$ cat config.mk
export PLATFORM = sky130hd
export DESIGN_NAME = seq_matmul_mkn
export DESIGN_NICKNAME = d
export VERILOG_FILES = /design/src/rtl/seq_matmul_mkn.sv
export SDC_FILE = /design/constraint.sdc
export NUM_CORES = 1
export LEC_CHECK = 0
export CORE_MARGIN = 8
export CORE_UTILIZATION = 61
export DETAILED_ROUTE_END_ITERATION = 12
export DONT_BUFFER_PORTS = 1
export PLACE_DENSITY = 0.8
export SYNTH_ARGS = -nofsm -noshare
export SYNTH_HDL_FRONTEND = slang
export SYNTH_SLANG_ARGS = --single-unit
$ cat constraint.sdc
create_clock -name clk -period 7.8 [get_ports clk]
set_input_delay 0.78 -clock clk [delete_from_list [all_inputs] [get_ports clk]]
set_output_delay 0.78 -clock clk [all_outputs]
set_load 0.1 [all_outputs]
$ cat src/rtl/seq_matmul_mkn.sv
// Sequential fixed-point matrix multiplier: Z = A(MxK) * B(KxN) [+ C].
// Operands come from external synchronous RAMs; results stream out row-major over z_stb/z_ack.
module seq_matmul_mkn #(
  parameter int M  = 4,
  parameter int K  = 4,
  parameter int N  = 4,
  parameter int DW = 16,
  parameter int AW = 32,
  localparam int MW = (M > 1) ? $clog2(M) : 1,
  localparam int KW = (K > 1) ? $clog2(K) : 1,
  localparam int NW = (N > 1) ? $clog2(N) : 1
) (
  input  logic                 clk,
  input  logic                 rst,
  input  logic                 start,
  input  logic                 acc_mode,
  output logic [MW-1:0]        a_i,
  output logic [KW-1:0]        a_k,
  input  logic signed [DW-1:0] a_data,
  output logic [KW-1:0]        b_k,
  output logic [NW-1:0]        b_j,
  input  logic signed [DW-1:0] b_data,
  input  logic signed [DW-1:0] c_data,
  output logic signed [AW-1:0] z_out,
  output logic [MW-1:0]        z_i,
  output logic [NW-1:0]        z_j,
  output logic                 z_stb,
  input  logic                 z_ack,
  output logic                 busy,
  output logic                 done,
  output logic                 overflow
);

  // Product is formed wide enough to be exact so truncation to AW can be detected.
  localparam int PW = 2 * DW;
  localparam int EW = (PW > AW) ? PW : AW;
  localparam logic [MW-1:0] M_LAST = MW'(M - 1);
  localparam logic [KW-1:0] K_LAST = KW'(K - 1);
  localparam logic [NW-1:0] N_LAST = NW'(N - 1);

  typedef enum logic [2:0] {
    S_IDLE, S_INIT, S_FETCH, S_MAC, S_OUT, S_DONE
  } state_t;

  state_t              state_q, state_d;
  logic [MW-1:0]       i_q, i_d;
  logic [KW-1:0]       k_q, k_d;
  logic [NW-1:0]       j_q, j_d;
  logic signed [AW-1:0] acc_q, acc_d;
  logic signed [AW-1:0] z_q, z_d;
  logic                stb_q, stb_d;
  logic                busy_q, busy_d;
  logic                done_q, done_d;
  logic                ovf_q, ovf_d;
  logic                mode_q, mode_d;

  logic signed [EW-1:0] a_ext, b_ext, prod_ext;
  logic signed [AW-1:0] prod_aw, sum;
  logic                 prod_fit, add_ovf;

  assign a_ext    = EW'(a_data);
  assign b_ext    = EW'(b_data);
  assign prod_ext = a_ext * b_ext;
  assign prod_aw  = prod_ext[AW-1:0];
  assign prod_fit = (EW'(prod_aw) == prod_ext);
  assign sum      = acc_q + prod_aw;
  assign add_ovf  = (acc_q[AW-1] == prod_aw[AW-1]) && (sum[AW-1] != acc_q[AW-1]);

  always_comb begin
    state_d = state_q;
    i_d     = i_q;
    k_d     = k_q;
    j_d     = j_q;
    acc_d   = acc_q;
    z_d     = z_q;
    stb_d   = stb_q;
    busy_d  = busy_q;
    done_d  = 1'b0;
    ovf_d   = ovf_q;
    mode_d  = mode_q;
    case (state_q)
      S_IDLE: begin
        if (start) begin
          mode_d  = acc_mode;
          i_d     = '0;
          j_d     = '0;
          k_d     = '0;
          ovf_d   = 1'b0;
          busy_d  = 1'b1;
          state_d = S_INIT;
        end
      end
      S_INIT: begin
        acc_d   = mode_q ? AW'(c_data) : '0;
        k_d     = '0;
        state_d = S_FETCH;
      end
      S_FETCH: state_d = S_MAC;
      S_MAC: begin
        acc_d = sum;
        if (add_ovf || !prod_fit) ovf_d = 1'b1;
        if (k_q == K_LAST) begin
          z_d     = sum;
          stb_d   = 1'b1;
          state_d = S_OUT;
        end else begin
          k_d     = k_q + 1'b1;
          state_d = S_FETCH;
        end
      end
      S_OUT: begin
        if (z_ack) begin
          stb_d = 1'b0;
          if (j_q == N_LAST) begin
            j_d = '0;
            // Row index is held on the final element so z_i keeps the last row.
            if (i_q == M_LAST) begin
              state_d = S_DONE;
            end else begin
              i_d     = i_q + 1'b1;
              state_d = S_INIT;
            end
          end else begin
            j_d     = j_q + 1'b1;
            state_d = S_INIT;
          end
        end
      end
      S_DONE: begin
        done_d  = 1'b1;
        busy_d  = 1'b0;
        state_d = S_IDLE;
      end
      default: state_d = S_IDLE;
    endcase
  end

  always_ff @(posedge clk) begin
    if (rst) begin
      state_q <= S_IDLE;
      i_q     <= '0;
      k_q     <= '0;
      j_q     <= '0;
      acc_q   <= '0;
      z_q     <= '0;
      stb_q   <= 1'b0;
      busy_q  <= 1'b0;
      done_q  <= 1'b0;
      ovf_q   <= 1'b0;
      mode_q  <= 1'b0;
    end else begin
      state_q <= state_d;
      i_q     <= i_d;
      k_q     <= k_d;
      j_q     <= j_d;
      acc_q   <= acc_d;
      z_q     <= z_d;
      stb_q   <= stb_d;
      busy_q  <= busy_d;
      done_q  <= done_d;
      ovf_q   <= ovf_d;
      mode_q  <= mode_d;
    end
  end

  assign a_i      = i_q;
  assign a_k      = k_q;
  assign b_k      = k_q;
  assign b_j      = j_q;
  assign z_i      = i_q;
  assign z_j      = j_q;
  assign z_out    = z_q;
  assign z_stb    = stb_q;
  assign busy     = busy_q;
  assign done     = done_q;
  assign overflow = ovf_q;

endmodule

==> results.yml <==
synthesis:
  average_cell_area_after_synthesis_um2: 8.67
  synth-warning-count: 0
  synth_seq_area_share_pct: 10.8
  synth_async_sr_flop_share_pct: 0
  ys_seq_elements: 78
  syn-num-nets: 2097
  syn-cell-area_um2: 14400
  synth_enable_flop_cells: 0
  synth_cell_types: 69
  netlist_instances: 1665
  synth-main-ff-cell: "sky130_fd_sc_hd__dfxtp_1"
floorplanning:
  core_um2: 23300
  die_y_um: 170
  num_rows: 56
  ioPinCount: 101
  start_util_pct: 61.8
  die_width_um: 170
  die_area_um2: 28800
layout:
  post-route-cell-area_um2: 15300
  final_nets: 2074
  final_layout_size_suffix_gt1_share_pct: 5.77
  final_common_cell: "sky130_fd_sc_hd__inv_1"
  ant_diodes: 0
  layout_common_cells: "311 x sky130_fd_sc_hd__inv_1, 263 x sky130_fd_sc_hd__fa_1, 199 x sky130_fd_sc_hd__nand2_1"
  synthToLayoutAreaGrowth_pct: 5.90
status:
  run_status: "complete, no violations"
grt:
  grt_usage_pct: 25.3
  grt_overflow: 0
  grt_start_max_net_pins: 59
  grt_pass1_vias: 12000
  grt_pass1_wl_mm: 59.2
  grt_antenna_before_repair: 0
timing:
  max_freq_ghz: 0.133
  final.setup_skew_ps: 6.87
  fin_crit_share_pct: 96.6
  timing.final.setup_violations: 0
  worst_relative_slew_slack_pct: 29.5
  final-max-slew-violation-count: 0
  finalWorstPathRequiredPeriod_ps: 7530
  timing_hold_violations_final: 0
  rsz0062_at_grt: "true"
  worstMarginPinSlew_ps: 1060
detailed_routing:
  initialDrtViolationCount: 927
  wire_per_inst_um: 18.1
  dr.pass1.iters: 5
  routed_wirelength_mm: 35.5
  post_drt_via_cell_ratio: 5.83
  vias: 11500
  antenna_left: 0
  remaining_drc_errors: 0
place:
  io_buffer_count: 0
  dp_hpwl_mm: 28.5
  placed_area_um2: 14800
  place_congestion: 0.899
hold_path:
  hold_start: "rst"
  worst_hold_path.num_cells: 1
  hold_class: "in2reg"
clock_network:
  htree_num_levels: 3
  clockBufferDepth: 2
  numCtsBuffers: 9
  cts.sinks: 78
  cts.clk_slew.worst_paths_ps: 60
  worstSkewPairLatency_ps: 330
  hold_buffers: 0
  root_buffer_master: "sky130_fd_sc_hd__clkbuf_16"
  cts_tree: "done"
setup_path:
  worstPathMaxFanout: 16
  critPathRequiredTime_ps: 8020
  critPathLaunch: "b_data[1]"
  worst_ep_arrival_time_ps: 7750
  reg2reg_from: "acc_q[0]"
  critPathMostFrequentCell: "sky130_fd_sc_hd__fa_1"
  setup.worst_path.class: "in2reg"
  cp-end-kind: "flop"
  ff2ff_path_depth: 11
  cp_slowest_stage_delay_ps: 580
  cpMaxStageDelayCell: "sky130_fd_sc_hd__fa_1"
  worst_setup_path_start_kind: "primary input"
flow_run:
  maxCapViolCount: 0
## layout make-up
cell class | instances | area (µm²)
multi-input combinational | 1207 | 11500
fill | 1877 | 8050
sequential | 78 | 1570
inverter | 311 | 1170
tap | 319 | 399
timing repair buffer | 35 | 263
clock buffer | 9 | 225
clock inverter | 7 | 120
## Yosys cell counts, drive strengths merged (2+ instances only)
cell     number  area (µm²)
nand3        19        95.1
o21bai       16         120
a211oi       12         108
o21ai        53         269
a2111oi       2        17.5
xor2         17         149
or2           2        12.5
dfxtp        78        1560
nand2b       15        93.8
o221ai        2        17.5
nor3         19        95.1
o311ai        2        17.5
a31oi         3        18.8
o31ai         5        37.5
nand4         2        12.5
inv         311        1170
and3          4        25.0
a311o         2        20.0
o41ai         2        36.3
nor2         90         338
o211ai        4        30.0
a21oi       101         509
and2        123         769
nand2       201         757
fa          263        5270
a21boi        3        22.5
a22oi         4        30.0
nor4b         3        41.3
o21a          8        60.1
clkbuf       60         228
o22ai         4        25.0
xnor2        46         403
nor4          2        12.5
o2111a        2        22.5
a221oi       13         114
a21o         14         105
a31o          2        17.5
buf           9        75.1
nor3b         2        15.0
ha          116        1450
mux2i         2        20.0
or3           4        25.0
nor2b         9        56.3
## final timing paths
check / end / slack [ps]
hold / removal: a_k[1] / 500
hold reg to reg: acc_q[0] / 510
setup / recovery: acc_q[31] / 270
setup reg to reg: z_out[30] / 4600
## state kept, by name, summed over array words and instances, names as in the netlist
signal    cells
overflow      1
a_i           2
mode_q        1
acc_q        32
b_j           2
state_q       3
done          1
z_out        32
z_stb         1
busy          1
a_k           2
## cell families after synthesis
group,after synthesis,share of synthesized area (%)
AO/OA/AOI/OAI,260,11.5
AND/OR/NAND/NOR,502,16.8
buffers and inverters,380,10.2
adder cells (fa/ha/maj),379,46.5
XOR/XNOR,64,3.98
multiplexers,2,0.139
flip-flops,78,10.8
## repair_timing
| item | 4_1_cts | 5_1_grt |
|---|---|---|
| hold endpoints to repair | 0 | 0 |
| endpoints found under the setup margin | 0 | 16 |
| setup buffers | 0 | 1 |
| resized for setup | 0 | 34 |
## routing by layer
layer,GRT usage (%),vias to the layer above,routed length (µm)
met5,0,-,0
met1,30.8,5777,13600
met4,8.43,0,1190
li1,-,5163,-
met2,44.8,429,18500
met3,4.37,100,2230
## metrics by stage
step	hold slack (ps)	instances	setup WS (ps)	utilization, %	setup TNS [ps]
floorplan	466	1665	23.2	-	0
global placement	492	1949	-29.9	63.4	-69.8
detailed placement	500	1949	-177	63.4	-1040
CTS	495	1965	122	64.9	0
global route	494	1966	-50.3	65.5	-146
finish	504	1966	266	65.5	0
## worst max-delay path, delay by kind of cell
family / cells / cell delay [ps]
fa+ha+maj: 8 / 3730
compound gates: 11 / 1880
simple gates: 5 / 680
buf+inv: 5 / 360
xor+xnor: 2 / 340
Power is left out: the tool's default activity adds up to more than one toggle a clock period on the data nets, which glitch-free logic cannot reach.
